--- src/rtl/cpu_run_ctrl_pkg.sv ---
// Shared codes for the CPU run/halt sequencer: command ops, stop causes,
// controller states and the MIPS BREAK encoding.
package cpu_run_ctrl_pkg;

   typedef enum logic [1:0] {
      OP_HALT  = 2'b00,
      OP_RUN   = 2'b01,
      OP_STEP  = 2'b10,
      OP_RUN_N = 2'b11
   } op_e;

   typedef enum logic [1:0] {
      CAUSE_HOST  = 2'b00,
      CAUSE_COUNT = 2'b01,
      CAUSE_BREAK = 2'b10,
      CAUSE_BP    = 2'b11
   } cause_e;

   typedef enum logic [1:0] {
      ST_IDLE = 2'b00,
      ST_RUN  = 2'b01,
      ST_CNT  = 2'b10
   } state_e;

   localparam logic [5:0] BRK_OPCODE = 6'h00;
   localparam logic [5:0] BRK_FUNCT  = 6'h0D;

endpackage

--- src/rtl/cpu_run_ctrl_break_detect.sv ---
// Combinational stop detection: BREAK instruction or PC breakpoint, masked by
// the skip flag so a resume can step over the instruction that stopped it.
module break_detect
   import cpu_run_ctrl_pkg::*;
(
   input  logic [31:0] instr,
   input  logic [31:0] pc,
   input  logic        bp_en,
   input  logic [31:0] bp_addr,
   input  logic        skip,
   output logic        brk,
   output logic        bph,
   output logic        hit
);

   assign brk = (instr[31:26] == BRK_OPCODE) && (instr[5:0] == BRK_FUNCT);
   assign bph = bp_en && (pc == bp_addr);
   assign hit = (brk || bph) && !skip;

endmodule

--- src/rtl/cpu_run_ctrl.sv ---
// Run/halt sequencer for the single-cycle MIPS core: gates CPU state update
// and stops on host HALT, budget exhaustion, BREAK or address breakpoint.
module cpu_run_ctrl
   import cpu_run_ctrl_pkg::*;
#(
   parameter int CNT_W      = 32,
   parameter int AUTO_RUN_N = 0
)
(
   input  logic             clk,
   input  logic             rst_n,
   input  logic             cmd_valid,
   output logic             cmd_ready,
   input  logic [1:0]       cmd_op,
   input  logic [CNT_W-1:0] cmd_count,
   input  logic [31:0]      pc,
   input  logic [31:0]      instr,
   input  logic             bp_en,
   input  logic [31:0]      bp_addr,
   output logic             cpu_en,
   output logic             halted,
   output logic             done,
   output logic [1:0]       stop_cause,
   output logic             cmd_err,
   output logic [CNT_W-1:0] cycles_run
);

   localparam state_e           RST_STATE  = (AUTO_RUN_N != 0) ? ST_CNT : ST_IDLE;
   localparam logic [CNT_W-1:0] RST_REMAIN = CNT_W'(AUTO_RUN_N);

   state_e           state_q, state_d;
   cause_e           cause_q, cause_d;
   logic [CNT_W-1:0] remain_q, remain_d;
   logic [CNT_W-1:0] cycles_d;
   logic             skip_q, skip_d;
   logic             done_d, err_d;
   logic             brk, bph, hit;
   op_e              op;

   assign op        = op_e'(cmd_op);
   assign cmd_ready = 1'b1;
   assign halted    = (state_q == ST_IDLE);
   assign stop_cause = cause_q;
   // Reset is folded in so an auto-run controller never enables the core while held in reset.
   assign cpu_en    = rst_n && (state_q != ST_IDLE) && !hit;

   break_detect u_break_detect (
      .instr   (instr),
      .pc      (pc),
      .bp_en   (bp_en),
      .bp_addr (bp_addr),
      .skip    (skip_q),
      .brk     (brk),
      .bph     (bph),
      .hit     (hit)
   );

   always_comb begin
      // NOTE: every signal gets a default here so no path infers a latch.
      state_d  = state_q;
      cause_d  = cause_q;
      remain_d = remain_q;
      cycles_d = cycles_run;
      skip_d   = skip_q;
      done_d   = 1'b0;
      err_d    = 1'b0;

      case (state_q)
         ST_IDLE: begin
            if (cmd_valid && op != OP_HALT) begin
               cycles_d = '0;
               skip_d   = 1'b1;
               case (op)
                  OP_RUN:  state_d = ST_RUN;
                  OP_STEP: begin
                     state_d  = ST_CNT;
                     remain_d = CNT_W'(1);
                  end
                  OP_RUN_N: begin
                     if (cmd_count == '0) begin
                        done_d  = 1'b1;
                        cause_d = CAUSE_COUNT;
                     end else begin
                        state_d  = ST_CNT;
                        remain_d = cmd_count;
                     end
                  end
                  default: ;
               endcase
            end
         end
         default: begin
            err_d  = cmd_valid && (op != OP_HALT);
            skip_d = 1'b0;
            if (cpu_en) begin
               if (cycles_run != '1) cycles_d = cycles_run + 1'b1;
               if (state_q == ST_CNT) remain_d = remain_q - 1'b1;
            end
            // Same-cycle stop priority: hit, then budget, then host.
            if (hit) begin
               state_d = ST_IDLE;
               cause_d = brk ? CAUSE_BREAK : CAUSE_BP;
               done_d  = 1'b1;
            end else if (state_q == ST_CNT && cpu_en && remain_q == CNT_W'(1)) begin
               state_d = ST_IDLE;
               cause_d = CAUSE_COUNT;
               done_d  = 1'b1;
            end else if (cmd_valid && op == OP_HALT) begin
               state_d = ST_IDLE;
               cause_d = CAUSE_HOST;
               done_d  = 1'b1;
            end
         end
      endcase
   end

   // NOTE: sequential state uses non-blocking assignments only.
   always_ff @(posedge clk or negedge rst_n) begin
      if (!rst_n) begin
         state_q    <= RST_STATE;
         remain_q   <= RST_REMAIN;
         cause_q    <= CAUSE_HOST;
         cycles_run <= '0;
         skip_q     <= 1'b0;
         done       <= 1'b0;
         cmd_err    <= 1'b0;
      end else begin
         state_q    <= state_d;
         remain_q   <= remain_d;
         cause_q    <= cause_d;
         cycles_run <= cycles_d;
         skip_q     <= skip_d;
         done       <= done_d;
         cmd_err    <= err_d;
      end
   end

endmodule

--- config.mk ---
export PLATFORM = sky130hd
export DESIGN_NAME = cpu_run_ctrl
export DESIGN_NICKNAME = d
export VERILOG_FILES = /design/src/rtl/cpu_run_ctrl_pkg.sv /design/src/rtl/cpu_run_ctrl_break_detect.sv /design/src/rtl/cpu_run_ctrl.sv
export SDC_FILE = /design/constraint.sdc
export NUM_CORES = 1
export LEC_CHECK = 0
export CORE_MARGIN = 4
export CORE_UTILIZATION = 45
export DETAILED_ROUTE_END_ITERATION = 6
export PLACE_DENSITY = 0.8
export SLEW_MARGIN = 10
export SYNTH_ARGS = -nofsm -noshare
export SYNTH_HDL_FRONTEND = slang
export SYNTH_SLANG_ARGS = --single-unit
--- constraint.sdc ---
create_clock -name clk -period 2.4 [get_ports clk]
set_input_delay 0.48 -clock clk [delete_from_list [all_inputs] [get_ports clk]]
set_output_delay 0.48 -clock clk [all_outputs]
set_load 0.02 [all_outputs]
==> results.rst <==
.. list-table::
   :header-rows: 1

   * - Metric
     - Value
   * - Global-route layer with the greatest usage
     - met2
   * - Final weighted congestion in routability-driven placement
     - 0.890
   * - Quantity of I/O buffers inserted on ports
     - 151
   * - Total overflow reported by the global router
     - 0
   * - Average instance area after synthesis
     - about 8.4 sq um
   * - Number of violations reported at the end of detailed-routing iteration 0
     - roughly 510
   * - Reg2reg end
     - cycles_run[26]
   * - Clock latency on the worst-skew pair
     - about 0.36 ns
   * - Final cell count without fillers
     - around 970
   * - Wire length of the first global-routing pass
     - around 28000 um
   * - Count of antenna diodes in the layout
     - 0
   * - Netlist Area Pre-Place
     - 4810 sq um
   * - Fraction of layout cells with a size suffix above 1
     - 0.269
   * - Max-slew violation total from the final report
     - 0
   * - Critical Path, Cell by Cell
     - clkdlybuf4s50_1, xnor2_1, nand4_1, nor2_2, a31oi_4, nor2b_4, buf_6
   * - Number of hold buffers added after cts
     - 0
   * - Worst IR drop on VDD
     - about 0.39 mV
   * - Starting Density
     - 0.464
   * - Count of nets left with antenna violations after detail routing
     - 0
   * - Reported leakage power
     - 3.67 nW
   * - Warnings, synthesis
     - 0
   * - CP Buf/Inv Count
     - 2
   * - Met3 usage in global routing
     - 0.0473
   * - Cell area after placement
     - about 7100 sq um
   * - Final critical-path required period
     - 2.45 ns
   * - Hold Crit Class
     - primary input to asynchronous set/reset pin
   * - Maximum level of the CTS H-tree
     - 3
   * - Number of global-route vias before repair
     - 5939
   * - Critical path's slowest cell
     - sky130_fd_sc_hd__clkdlybuf4s50_1
   * - Sequential element share of the synthesized area
     - 0.369
   * - Area fraction of the dominant cell type after synthesis
     - 0.369
   * - Stages on the worst setup path
     - 7
   * - Routing usage on met2
     - 0.469
   * - Antenna violations before repair
     - 0
   * - Post-layout instance area
     - ~8000 sq um
   * - Upper clock frequency limit
     - approximately 0.41 GHz
   * - Worst endpoint data arrival time
     - ~2.0 ns
   * - Setup-failing EPs final
     - 11
   * - Portion of the clock cycle consumed by the worst path in the final layout
     - 1.02
   * - Netlist cell types
     - 57
   * - Critical path startpoint
     - bp_addr[24]
   * - Utilization after layout
     - 0.770
   * - Overall routing resource usage
     - 0.272
   * - Worst Path Class, Setup
     - primary input to primary output
   * - Worst reg-to-reg path cell count
     - 5
   * - Clock buffer count from CTS
     - 9
   * - Worst Clk Skew
     - between 0.01 and 0.015 ns
   * - Worst reg-to-reg setup slack
     - ~0.08 ns
   * - TritonCTS clock tree
     - built
   * - Detailed-route wire length
     - approximately 18000 um
   * - Proportion of register bits with asynchronous set or reset after synthesis
     - 1.00
   * - Pin count of the biggest net entering global routing
     - 47
   * - Slew @ Worst Pin
     - about 0.61 ns
   * - Data required time of the worst path
     - around 1.9 ns
   * - Overall die area
     - 12400 sq um
   * - Maximum fanout count along the critical path
     - 2
   * - Worst-case setup slack after placement
     - -0.635 ns
   * - Maximum buffer depth of the clock tree
     - 2
   * - Net count after synthesis
     - approximately 700
   * - Count of state elements after synthesis
     - 71
   * - Placed cell count
     - around 920
   * - Net count, final
     - about 970
   * - Kind of end point of the critical path
     - primary output
   * - Mean routed wirelength per cell
     - about 19 um
   * - Commonest non-fill, non-tap cell in the layout
     - sky130_fd_sc_hd__buf_4
   * - R2R Path Start
     - cycles_run[17]
   * - Most frequent cells in the layout
     - sky130_fd_sc_hd__buf_4, sky130_fd_sc_hd__clkdlybuf4s50_1, sky130_fd_sc_hd__dfrtp_1, sky130_fd_sc_hd__nor2_1, sky130_fd_sc_hd__a21oi_1
   * - Post-layout worst setup margin
     - -0.0493 ns
   * - Cell row count
     - 37
   * - Post-synth top area cell
     - sky130_fd_sc_hd__dfrtp_1
   * - Pre-Repair DR Iteration Count
     - 7
   * - Die boundary height
     - around 110 um
   * - End of the critical path
     - cpu_en
   * - PD cells
     - about 750 nW/um^2
   * - Max_cap viols
     - 0
   * - Relative slew slack
     - 0.588
   * - Nature of the critical path startpoint
     - primary input
   * - Via count
     - 5911
   * - Result of the run
     - finished with violations
   * - Dominant cells by area after synthesis
     - sky130_fd_sc_hd__dfrtp_1, sky130_fd_sc_hd__o21ai_0, sky130_fd_sc_hd__a21oi_1
   * - Final-layout worst hold slack
     - 0.235 ns
   * - HPWL reported at the end of detailed placement
     - 12400 um
   * - Core area
     - around 10000 sq um
   * - Failing checks
     - negative setup slack
   * - Area added between synthesis and finish
     - 65.9%
   * - Via-to-Cell Ratio
     - slightly above 6
   * - RSZ-0062 raised after global routing
     - yes
   * - Die span in x
     - roughly 110 um
   * - Main flop type after synthesis
     - sky130_fd_sc_hd__dfrtp_1
   * - Clock Root Buffer
     - sky130_fd_sc_hd__clkbuf_8
   * - Number of enable flip-flop cells after synthesis
     - 0
   * - Clock edge transition at the registers on the reported setup and hold paths
     - approximately 0.09 ns
   * - Number of DRC violations after detailed routing
     - 0
   * - IO Pins
     - ~170
   * - Number of standard cells after synthesis
     - between 500 and 600
   * - M1 GR Usage
     - 0.327
   * - Kind of cell with the highest combined delay on the critical path
     - buffers and inverters
   * - Sink Count
     - 71
   * - Fin. Hold Viols
     - 0
   * - Slowest stage delay, CP
     - approximately 0.43 ns
   * - Fillers
     - approximately 650
worst min-delay path by stage:
stage,cells after the start,endpoint,startpoint
2_1_floorplan,0,cmd_err,rst_n
3_3_place_gp,1,remain_q[31],remain_q[31]
3_5_place_dp,1,remain_q[31],remain_q[31]
4_1_cts,2,remain_q[30],rst_n
5_1_grt,2,remain_q[30],rst_n
6_report,2,remain_q[30],rst_n
metrics by stage:
stage | TNS (ns) | power [W]
6_report | -0.147 | 0.00598
3_3_place_gp | -27.91 | 0.00444
3_5_place_dp | -31.40 | 0.00458
2_1_floorplan | 0 | 0.00332
4_1_cts | -0.0169 | 0.00564
5_1_grt | -2.48 | 0.00633
power breakdown:
part	leakage, nW	switching, W	internal [W]
registers	0.955	0.000300	0.00146
clock network	0.0849	0.000509	0.000407
logic	2.63	0.00177	0.00152
total	3.67	0.00258	0.00340
registers in the layout, indices dropped and copies added, names as in the netlist:
signal	count
cmd_err	1
cycles_run	32
done	1
remain_q	32
skip_q	1
state_q	2
stop_cause	2
final cells by class:
cell class	count	area (sq um)	area share
Tap cell	136	170	0.0213
Multi-Input combinational cell	460	3190	0.400
Timing Repair Buffer	274	2630	0.329
Clock inverter	6	45.0	0.00564
Inverter	9	33.8	0.00423
Clock buffer	10	138	0.0172
Sequential cell	71	1780	0.223
synth_stat cells, types with 2 or more instances:
library cell and number:
sky130_fd_sc_hd__dfrtp_1 71, sky130_fd_sc_hd__o21ai_0 57, sky130_fd_sc_hd__a21oi_1 56, sky130_fd_sc_hd__nor2_1 49
sky130_fd_sc_hd__xnor2_1 32, sky130_fd_sc_hd__nand2_1 31, sky130_fd_sc_hd__nand4_1 26, sky130_fd_sc_hd__or4_1 24
sky130_fd_sc_hd__clkbuf_1 22, sky130_fd_sc_hd__o31ai_1 22, sky130_fd_sc_hd__nand3_1 19, sky130_fd_sc_hd__nor3_1 17
sky130_fd_sc_hd__a22oi_1 16, sky130_fd_sc_hd__nor4_1 15, sky130_fd_sc_hd__and3_1 14, sky130_fd_sc_hd__inv_1 8
sky130_fd_sc_hd__or3_1 8, sky130_fd_sc_hd__a31oi_1 6, sky130_fd_sc_hd__ha_1 6, sky130_fd_sc_hd__a32oi_1 5
sky130_fd_sc_hd__buf_2 5, sky130_fd_sc_hd__nand2b_1 5, sky130_fd_sc_hd__nor2b_1 5, sky130_fd_sc_hd__and3_4 3
sky130_fd_sc_hd__and4_1 3, sky130_fd_sc_hd__buf_4 3, sky130_fd_sc_hd__buf_6 3, sky130_fd_sc_hd__mux2i_1 3
sky130_fd_sc_hd__nand3b_1 3, sky130_fd_sc_hd__nor4b_1 3, sky130_fd_sc_hd__o22a_1 3, sky130_fd_sc_hd__and2_1 2
sky130_fd_sc_hd__nor3_2 2, sky130_fd_sc_hd__nor4_2 2, sky130_fd_sc_hd__o22ai_1 2
what timing repair did:
item / 4_1_cts / 5_1_grt
endpoints found under the setup margin: 50 / 64
resized for setup: 54 / 135
pin swaps: 16 / 26
setup buffers: 22 / 8
cloned: 1 / 2
cell families (layout without fill, tap and decap cells):
logic type / Yosys count / in the layout / share of synthesized area
AND/OR/NAND/NOR: 234 / 234 / 0.271
AO/OA/AOI/OAI: 184 / 184 / 0.238
flip-flops: 71 / 71 / 0.369
buffers and inverters: 42 / 299 / 0.0411
XOR/XNOR: 32 / 32 / 0.0582
adder cells (fa/ha/maj): 6 / 6 / 0.0156
multiplexers: 3 / 3 / 0.00624
other: 1 / 1 / 0.000779
routing by layer:
metal / vias up / wire, um
li1: 2696 / -
met1: 2797 / 6920
met2: 342 / 9310
met3: 76 / 1260
met4: 0 / 770
met5: - / 0
Power figures use the tool's default switching activity.
